===== src/rtl/shift_pkg.sv =====
// Shared definitions for the multi-cycle shift unit: mode encodings, FSM states
// and the effective shift-count helper.
package shift_pkg;

    localparam logic [2:0] MODE_SLL = 3'd0;
    localparam logic [2:0] MODE_SRL = 3'd1;
    localparam logic [2:0] MODE_SRA = 3'd2;
    localparam logic [2:0] MODE_ROL = 3'd3;
    localparam logic [2:0] MODE_ROR = 3'd4;

    typedef enum logic [1:0] {
        ST_IDLE  = 2'd0,
        ST_SHIFT = 2'd1,
        ST_HOLD  = 2'd2
    } state_t;

    // Linear shifts saturate at the data width; rotates wrap modulo the width.
    function automatic logic [31:0] eff_count(input logic [63:0] amt,
                                              input logic [2:0]  mode,
                                              input int unsigned w);
        logic [31:0] n;
        n = '0;
        case (mode)
            MODE_SLL, MODE_SRL, MODE_SRA: n = (amt > 64'(w)) ? w : amt[31:0];
            MODE_ROL, MODE_ROR:           n = 32'(amt % 64'(w));
            default:                      n = '0;
        endcase
        return n;
    endfunction

endpackage


===== src/rtl/shift_step.sv =====
// Combinational single step: shifts or rotates by k (0..ST) positions.
module shift_step
    import shift_pkg::*;
#(
    parameter int W  = 8,
    parameter int ST = 4,
    parameter int KW = $clog2(ST + 1)
) (
    input  logic [W-1:0]  data,
    input  logic [KW-1:0] k,
    input  logic [2:0]    mode,
    output logic [W-1:0]  res
);

    logic [ST:0][W-1:0] cand;

    // One candidate per constant step size; the runtime k just selects one.
    for (genvar gi = 0; gi <= ST; gi++) begin : g_cand
        logic [W-1:0] c;
        always_comb begin
            c = data;
            case (mode)
                MODE_SLL: c = data << gi;
                MODE_SRL: c = data >> gi;
                MODE_SRA: c = $signed(data) >>> gi;
                MODE_ROL: c = (data << gi) | (data >> (W - gi));
                MODE_ROR: c = (data >> gi) | (data << (W - gi));
                default:  c = data;
            endcase
        end
        assign cand[gi] = c;
    end

    always_comb begin
        res = data;
        if (k <= KW'(ST)) begin
            res = cand[k];
        end
    end

endmodule


===== src/rtl/shift_unit.sv =====
// Multi-cycle shifter/rotator with valid/ready handshakes; moves at most ST
// bit positions per cycle and holds the result until the consumer takes it.
module shift_unit
    import shift_pkg::*;
#(
    parameter int W  = 8,
    parameter int SW = 8,
    parameter int ST = 4
) (
    input  logic          clk,
    input  logic          rst_n,
    input  logic          in_valid,
    output logic          in_ready,
    input  logic [W-1:0]  in_data,
    input  logic [SW-1:0] in_amt,
    input  logic [2:0]    in_mode,
    output logic          out_valid,
    input  logic          out_ready,
    output logic [W-1:0]  out_data,
    output logic          out_err,
    output logic          busy
);

    localparam int CW = $clog2(W + 1);
    localparam int KW = $clog2(ST + 1);

    state_t        state_reg;
    logic [W-1:0]  work_reg;
    logic [2:0]    mode_reg;
    logic [CW-1:0] n_rem_reg;
    logic          err_reg;

    logic [CW-1:0] n_acc;
    logic          mode_ok;
    logic [CW-1:0] k_sel;
    logic [W-1:0]  step_res;

    assign mode_ok = (in_mode <= MODE_ROR);
    assign n_acc   = CW'(eff_count(64'(in_amt), in_mode, W));
    assign k_sel   = (n_rem_reg > CW'(ST)) ? CW'(ST) : n_rem_reg;

    shift_step #(
        .W  (W),
        .ST (ST),
        .KW (KW)
    ) u_step (
        .data (work_reg),
        .k    (KW'(k_sel)),
        .mode (mode_reg),
        .res  (step_res)
    );

    always_ff @(posedge clk or negedge rst_n) begin
        if (!rst_n) begin
            state_reg <= ST_IDLE;
            work_reg  <= '0;
            mode_reg  <= '0;
            n_rem_reg <= '0;
            err_reg   <= 1'b0;
        end else begin
            case (state_reg)
                ST_IDLE: begin
                    if (in_valid) begin
                        work_reg <= in_data;
                        mode_reg <= in_mode;
                        err_reg  <= !mode_ok;
                        if (mode_ok && (n_acc != '0)) begin
                            n_rem_reg <= n_acc;
                            state_reg <= ST_SHIFT;
                        end else begin
                            n_rem_reg <= '0;
                            state_reg <= ST_HOLD;
                        end
                    end
                end
                ST_SHIFT: begin
                    work_reg  <= step_res;
                    n_rem_reg <= n_rem_reg - k_sel;
                    if (n_rem_reg == k_sel) begin
                        state_reg <= ST_HOLD;
                    end
                end
                ST_HOLD: begin
                    if (out_ready) begin
                        state_reg <= ST_IDLE;
                    end
                end
                default: state_reg <= ST_IDLE;
            endcase
        end
    end

    assign in_ready  = (state_reg == ST_IDLE);
    assign out_valid = (state_reg == ST_HOLD);
    assign busy      = (state_reg != ST_IDLE);
    assign out_data  = work_reg;
    assign out_err   = err_reg;

endmodule


===== config.mk =====
export PLATFORM = sky130hd
export DESIGN_NAME = shift_unit
export DESIGN_NICKNAME = d
export VERILOG_FILES = /design/src/rtl/shift_pkg.sv /design/src/rtl/shift_step.sv /design/src/rtl/shift_unit.sv
export SDC_FILE = /design/constraint.sdc
export NUM_CORES = 1
export LEC_CHECK = 0
export CORE_MARGIN = 5
export CORE_UTILIZATION = 56
export DETAILED_ROUTE_END_ITERATION = 16
export PLACE_DENSITY = 0.85
export SYNTH_ARGS = -nofsm -noshare
export SYNTH_HDL_FRONTEND = slang
export SYNTH_SLANG_ARGS = --single-unit

===== constraint.sdc =====
create_clock -name clk -period 4.9 [get_ports clk]
set_clock_uncertainty 0.05 [all_clocks]
set_input_delay 0.98 -clock clk [delete_from_list [all_inputs] [get_ports clk]]
set_output_delay 0.98 -clock clk [all_outputs]
set_load 0.02 [all_outputs]

## After elaboration in Yosys (flattened, before gate mapping)

Cells that the tools add are included.
Widths: inputs -> output; s select.

- Bits of input ports: 23
- Flip-flop bits (word level): 18
- Output and inout port bits: 12
- Logic and storage cells: 68

- Multiplexer cells: 20
- Order comparisons: 5
- Bitwise operators: 7
- $add $sub $neg: 1
- Reduce and logical (&&, ||, !) cells: 15
- Equal/unequal tests: 15

Operators with widths:

| kind | number |
|---|---|
| $pmux 8 s5 | 3 |
| $pmux 8 s4 | 1 |
| $bmux 8 s3 | 1 |
| $mux 8 | 3 |
| $mux 4 | 4 |
| $pmux 4 s2 | 2 |
| $pmux 8 s2 | 1 |
| $eq 3x2->1 const B | 4 |
| $gt 8x4->1 const B | 1 |
| $mux 2 | 4 |
| $or 4x8->8 | 1 |
| $or 5x8->8 | 1 |
| $or 6x8->8 | 1 |
| $or 7x8->8 | 1 |
| $or 8x1->8 | 1 |
| $or 8x2->8 | 1 |
| $or 8x3->8 | 1 |
| $eq 3x1->1 const B | 2 |
| $eq 3x3->1 const B | 2 |
| $le 3x3->1 const B | 2 |
| $logic_not 3->1 | 2 |
| $pmux 2 s3 | 1 |
| $reduce_and 3->1 | 2 |
| $eq 4x4->1 | 1 |
| 15 further kinds | 20 |

## Longest topological paths before layout

- Depth in word-level cells: 8
- Mapped depth: 7

## Modules after synthesis

Synthesis repeated with hierarchy kept, for this count alone.

- Cell total of the unflattened synthesis: 304
- Area, all modules: 2213.4 µm²

Modules (own cells, without submodules):

| module | cells an instance | times used | area each (µm²) |
|---|---|---|---|
| shift_step | 197 | 1 | 1243.7 |
| shift_unit | 107 | 1 | 969.7 |

## Worst setup path before layout

No wires, ideal clock.

- Kind: input to register
- Start point: input in_amt[7]
- End point: register state_reg[0]
- Arrival time: 2.050 ns
- Cell stages on the path: 5
- Path buffers: 0
- Setup slack: 2.673 ns
- Cell sequence: or4_1 -> o21ai_0 -> a21oi_1 -> a21oi_1 -> nor2_1

- Longest elaborated chain between the ends: 8

RTL lines:

| item | RTL line | source |
|---|---|---|
| start, declared | shift_unit.sv:15 | `input logic [SW-1:0] in_amt,` |
| $gt 8x4->1 | shift_pkg.sv:24 | `MODE_SLL, MODE_SRL, MODE_SRA: n = (amt > 64'(w)) ? w : amt[31:0];` |
| $mux 4 | shift_pkg.sv:24 |  |
| $pmux 4 s2 | shift_pkg.sv:23 | `case (mode)` |
| $reduce_bool 4->1 | shift_unit.sv:67 | `if (mode_ok && (n_acc != '0)) begin` |
| $logic_and 1x1->1 | shift_unit.sv:67 |  |
| $mux 2 | shift_unit.sv:67 |  |
| $mux 2 | shift_unit.sv:63 | `if (in_valid) begin` |
| $pmux 2 s3 | shift_unit.sv:61 | `case (state_reg)` |
| end signal, assigned | shift_unit.sv:69 | `state_reg <= ST_SHIFT;` |
| end signal, assigned | shift_unit.sv:72 | `state_reg <= ST_HOLD;` |
| end signal, assigned | shift_unit.sv:80 | `state_reg <= ST_HOLD;` |
| end, declared | shift_unit.sv:27 | `state_t state_reg;` |

Every way passes these cells. The select of a mux whose other input is x is not followed.
A chain may end at the register's enable or synchronous reset.

## Worst setup path in the final report

- Start point: register state_reg[0]
- End point: output in_ready

- Longest elaborated chain between the ends: 1

RTL lines:

| item | RTL line | source |
|---|---|---|
| start signal, assigned | shift_unit.sv:55 | `state_reg <= ST_IDLE;` |
| start signal, assigned | shift_unit.sv:69 |  |
| start signal, assigned | shift_unit.sv:72 |  |
| $logic_not 2->1 | shift_unit.sv:93 | `assign in_ready = (state_reg == ST_IDLE);` |
| end, declared | shift_unit.sv:13 | `output logic in_ready,` |

Every way passes these cells.

==> impl_metrics.env <==
export IMPL_outcome="completed"
export IMPL_yosys_mux_area_fraction=0.0687
export IMPL_antennaDiodeCount=0
export IMPL_r2r_cells=5
export IMPL_rr_startpoint="mode_reg[2]$_DFFE_PN0P_"
export IMPL_yosys_register_bits=18
export IMPL_synth_area_in_adders=0
export IMPL_layout_common_cells="nand2_1 (51), a21oi_1 (37), clkdlybuf4s50_1 (34)"
export IMPL_synth_cells=254
export IMPL_ctsHtreeMaxLevel=1
export IMPL_initialDrtViolationCount=288
export IMPL_cts_path_max_buffers=2
export IMPL_timing_hold_violations_final=0
export IMPL_synth_warning_count=0
export IMPL_wire_length_reported_by_the_detailed_router_um=5410
export IMPL_number_of_ports_placed_on_the_die_boundary=35
export IMPL_finish_cell_count_without_fillers=315
export IMPL_ys_async_sr_fraction=1.00
export IMPL_syn_cell_area_sq_um=1800
export IMPL_finish_net_count=296
export IMPL_synth_edff_count=0
export IMPL_critPathLaunchType="flop"
export IMPL_path_clk_slew_ns=0.11
export IMPL_place_port_buffers=34
export IMPL_grt_start_max_net_pins=35
export IMPL_vdd_ir_drop_max_uv=484
export IMPL_clock_sink_count=18
export IMPL_end_kind="output pin"
export IMPL_grt_use_total=0.260
export IMPL_antenna_found_initial=0
export IMPL_wire_length_of_the_first_global_routing_pass_um=8870
export IMPL_critical_path_arrival_ns=1.68
export IMPL_first_global_vias=1846
export IMPL_fp_row_count=20
export IMPL_cts_hold_fix_buffers=0
export IMPL_max_freq_ghz=0.369
export IMPL_synth_sequential_area_ratio=0.250
export IMPL_critical_path_class="reg2out"
export IMPL_cts_repair_resized=0
export IMPL_via_per_inst=6.51
export IMPL_worst_hold_path_type="reg2reg"
export IMPL_synth_avg_cell_area_sq_um=7.10
export IMPL_initial_util=0.586
export IMPL_floorplan_die_height_um=66.7
export IMPL_critical_path_startpoint="state_reg[0]$_DFFE_PN0P_"
export IMPL_place_congestion=0.964
export IMPL_critical_path_required_ns=3.87
export IMPL_core_area_sq_um=3080
export IMPL_reg2reg_slack_ns=2.34
export IMPL_grt_setup_unrepaired="false"
export IMPL_place_detailed_hpwl_um=3780
export IMPL_post_place_cells=312
export IMPL_relSlewSlack=0.322
export IMPL_clock_tree_from_tritoncts="built"
export IMPL_worst_slew_pin_transition_ns=1.02
export IMPL_flip_flop_count_of_the_largest_register_all_copies_and_words_added=8
export IMPL_synth_cell_type_count=51
export IMPL_synth_compound_area_frac=0.340
export IMPL_final_common_cell="nand2_1"
export IMPL_drc_violation_count_after_routing=0
export IMPL_clk_latency_ns=0.30
export IMPL_synthXorXnorAreaFrac=0.0139
export IMPL_cts_setup_buffers=0
export IMPL_synth_nets=277
export IMPL_vias=2050
export IMPL_layout_drive_gt1_share=0.0480
export IMPL_floorplan_die_width_um=66.7
export IMPL_cts_inserted_buffers=3
export IMPL_clock_tree_root_cell="clkbuf_4"
export IMPL_finalCoreUtilization=0.690
export IMPL_areaGrowthSynthToFinish_pct=17.8
export IMPL_post_route_period_util=0.554
export IMPL_timing_max_cap_violations=0
export IMPL_hold_path_startpoint="out_err$_DFFE_PN0P_"
export IMPL_critical_path_peak_fanout=8
export IMPL_synth_simple_gate_area_share=0.266
export IMPL_post_route_min_period_ns=2.71
export IMPL_detailedRoute_firstPassIterationCount=5
export IMPL_capture_point_of_the_worst_reg_to_reg_path="out_data[7]$_DFFE_PN0P_"
export IMPL_drtAntennaViolNets=0
export IMPL_timing_final_max_slew_violations=0
export IMPL_setup_tns_final_ns=0
export IMPL_power_static_leakage_nw=0.832
export IMPL_detail_route_wl_per_cell_um=17.2
export IMPL_synth_top_family_by_area="compound AO/OA/AOI/OAI gates"
export IMPL_critPathCapture="in_ready"
export IMPL_grt_overflow_total=0
export IMPL_timing_final_setup_violations=0
export IMPL_power_density_nw_per_um2=698
export IMPL_flip_flop_cell_with_the_highest_count_after_synthesis="dfrtp_1"
export IMPL_overall_die_area_sq_um=4450
[report_power, final]
part | leakage [nW] | internal [mW] | switching, mW
registers | 0.223 | 0.214 | 0.252
logic | 0.595 | 0.419 | 0.522
clock network | 0.0138 | 0.0287 | 0.0467
[Yosys cell counts, types with 5 or more instances]
cell | n | share of area
nand2_1 | 51 | 0.11
dfrtp_1 | 18 | 0.25
nor3_1 | 5 | 0.014
nor2_1 | 15 | 0.031
o21ai_0 | 20 | 0.056
buf_2 | 5 | 0.014
a21oi_1 | 37 | 0.10
clkbuf_1 | 11 | 0.023
nand2b_1 | 5 | 0.017
mux2i_1 | 9 | 0.050
nor2b_1 | 5 | 0.017
[per-layer routing]
layer	GRT usage	part of all wire
met5	0	0
met4	0.0838	0.022
met3	0.0354	0.074
met2	0.447	0.48
met1	0.333	0.42
[layout make-up]
type                    instances  area, sq um
multi-input cells             212         1240
fillers                       294          953
flip-flops and latches         18          450
repair buffers                 34          340
well taps                      44         55.1
clock buffers                   3         22.5
inverters                       4         15.0
[worst min-delay path by stage]
stage | slack, ns | to | depth (start not counted)
2_1_floorplan | 0.48 | n_rem_reg[2]$_DFFE_PN0P_ | 2
3_3_place_gp | 0.42 | out_err$_DFFE_PN0P_ | 2
3_5_place_dp | 0.42 | out_err$_DFFE_PN0P_ | 2
4_1_cts | 0.45 | out_err$_DFFE_PN0P_ | 2
5_1_grt | 0.50 | out_err$_DFFE_PN0P_ | 2
6_report | 0.45 | out_err$_DFFE_PN0P_ | 2
[cell families after synthesis]
family          count (synthesis)
simple gates                  101
flops                          18
xor+xnor                        2
mux                            12
buf+inv                        24
compound gates                 97
[critical path, cell delays in order, from the launching register on]
cell             delay, ns
dfrtp_1               0.48
nor2_1                0.25
clkdlybuf4s50_1       0.65
[through the flow]
stage	hold WS [ns]	total power [mW]	instance area [sq um]	setup WS, ns
2_1_floorplan	0.476	1.11	1800	2.67
3_3_place_gp	0.420	1.36	2100	2.07
3_5_place_dp	0.423	1.38	2100	1.99
4_1_cts	0.455	1.46	2120	2.20
5_1_grt	0.501	1.60	2120	2.09
6_report	0.447	1.48	2120	2.19
Note: power is estimated with default switching activity, not from simulation.
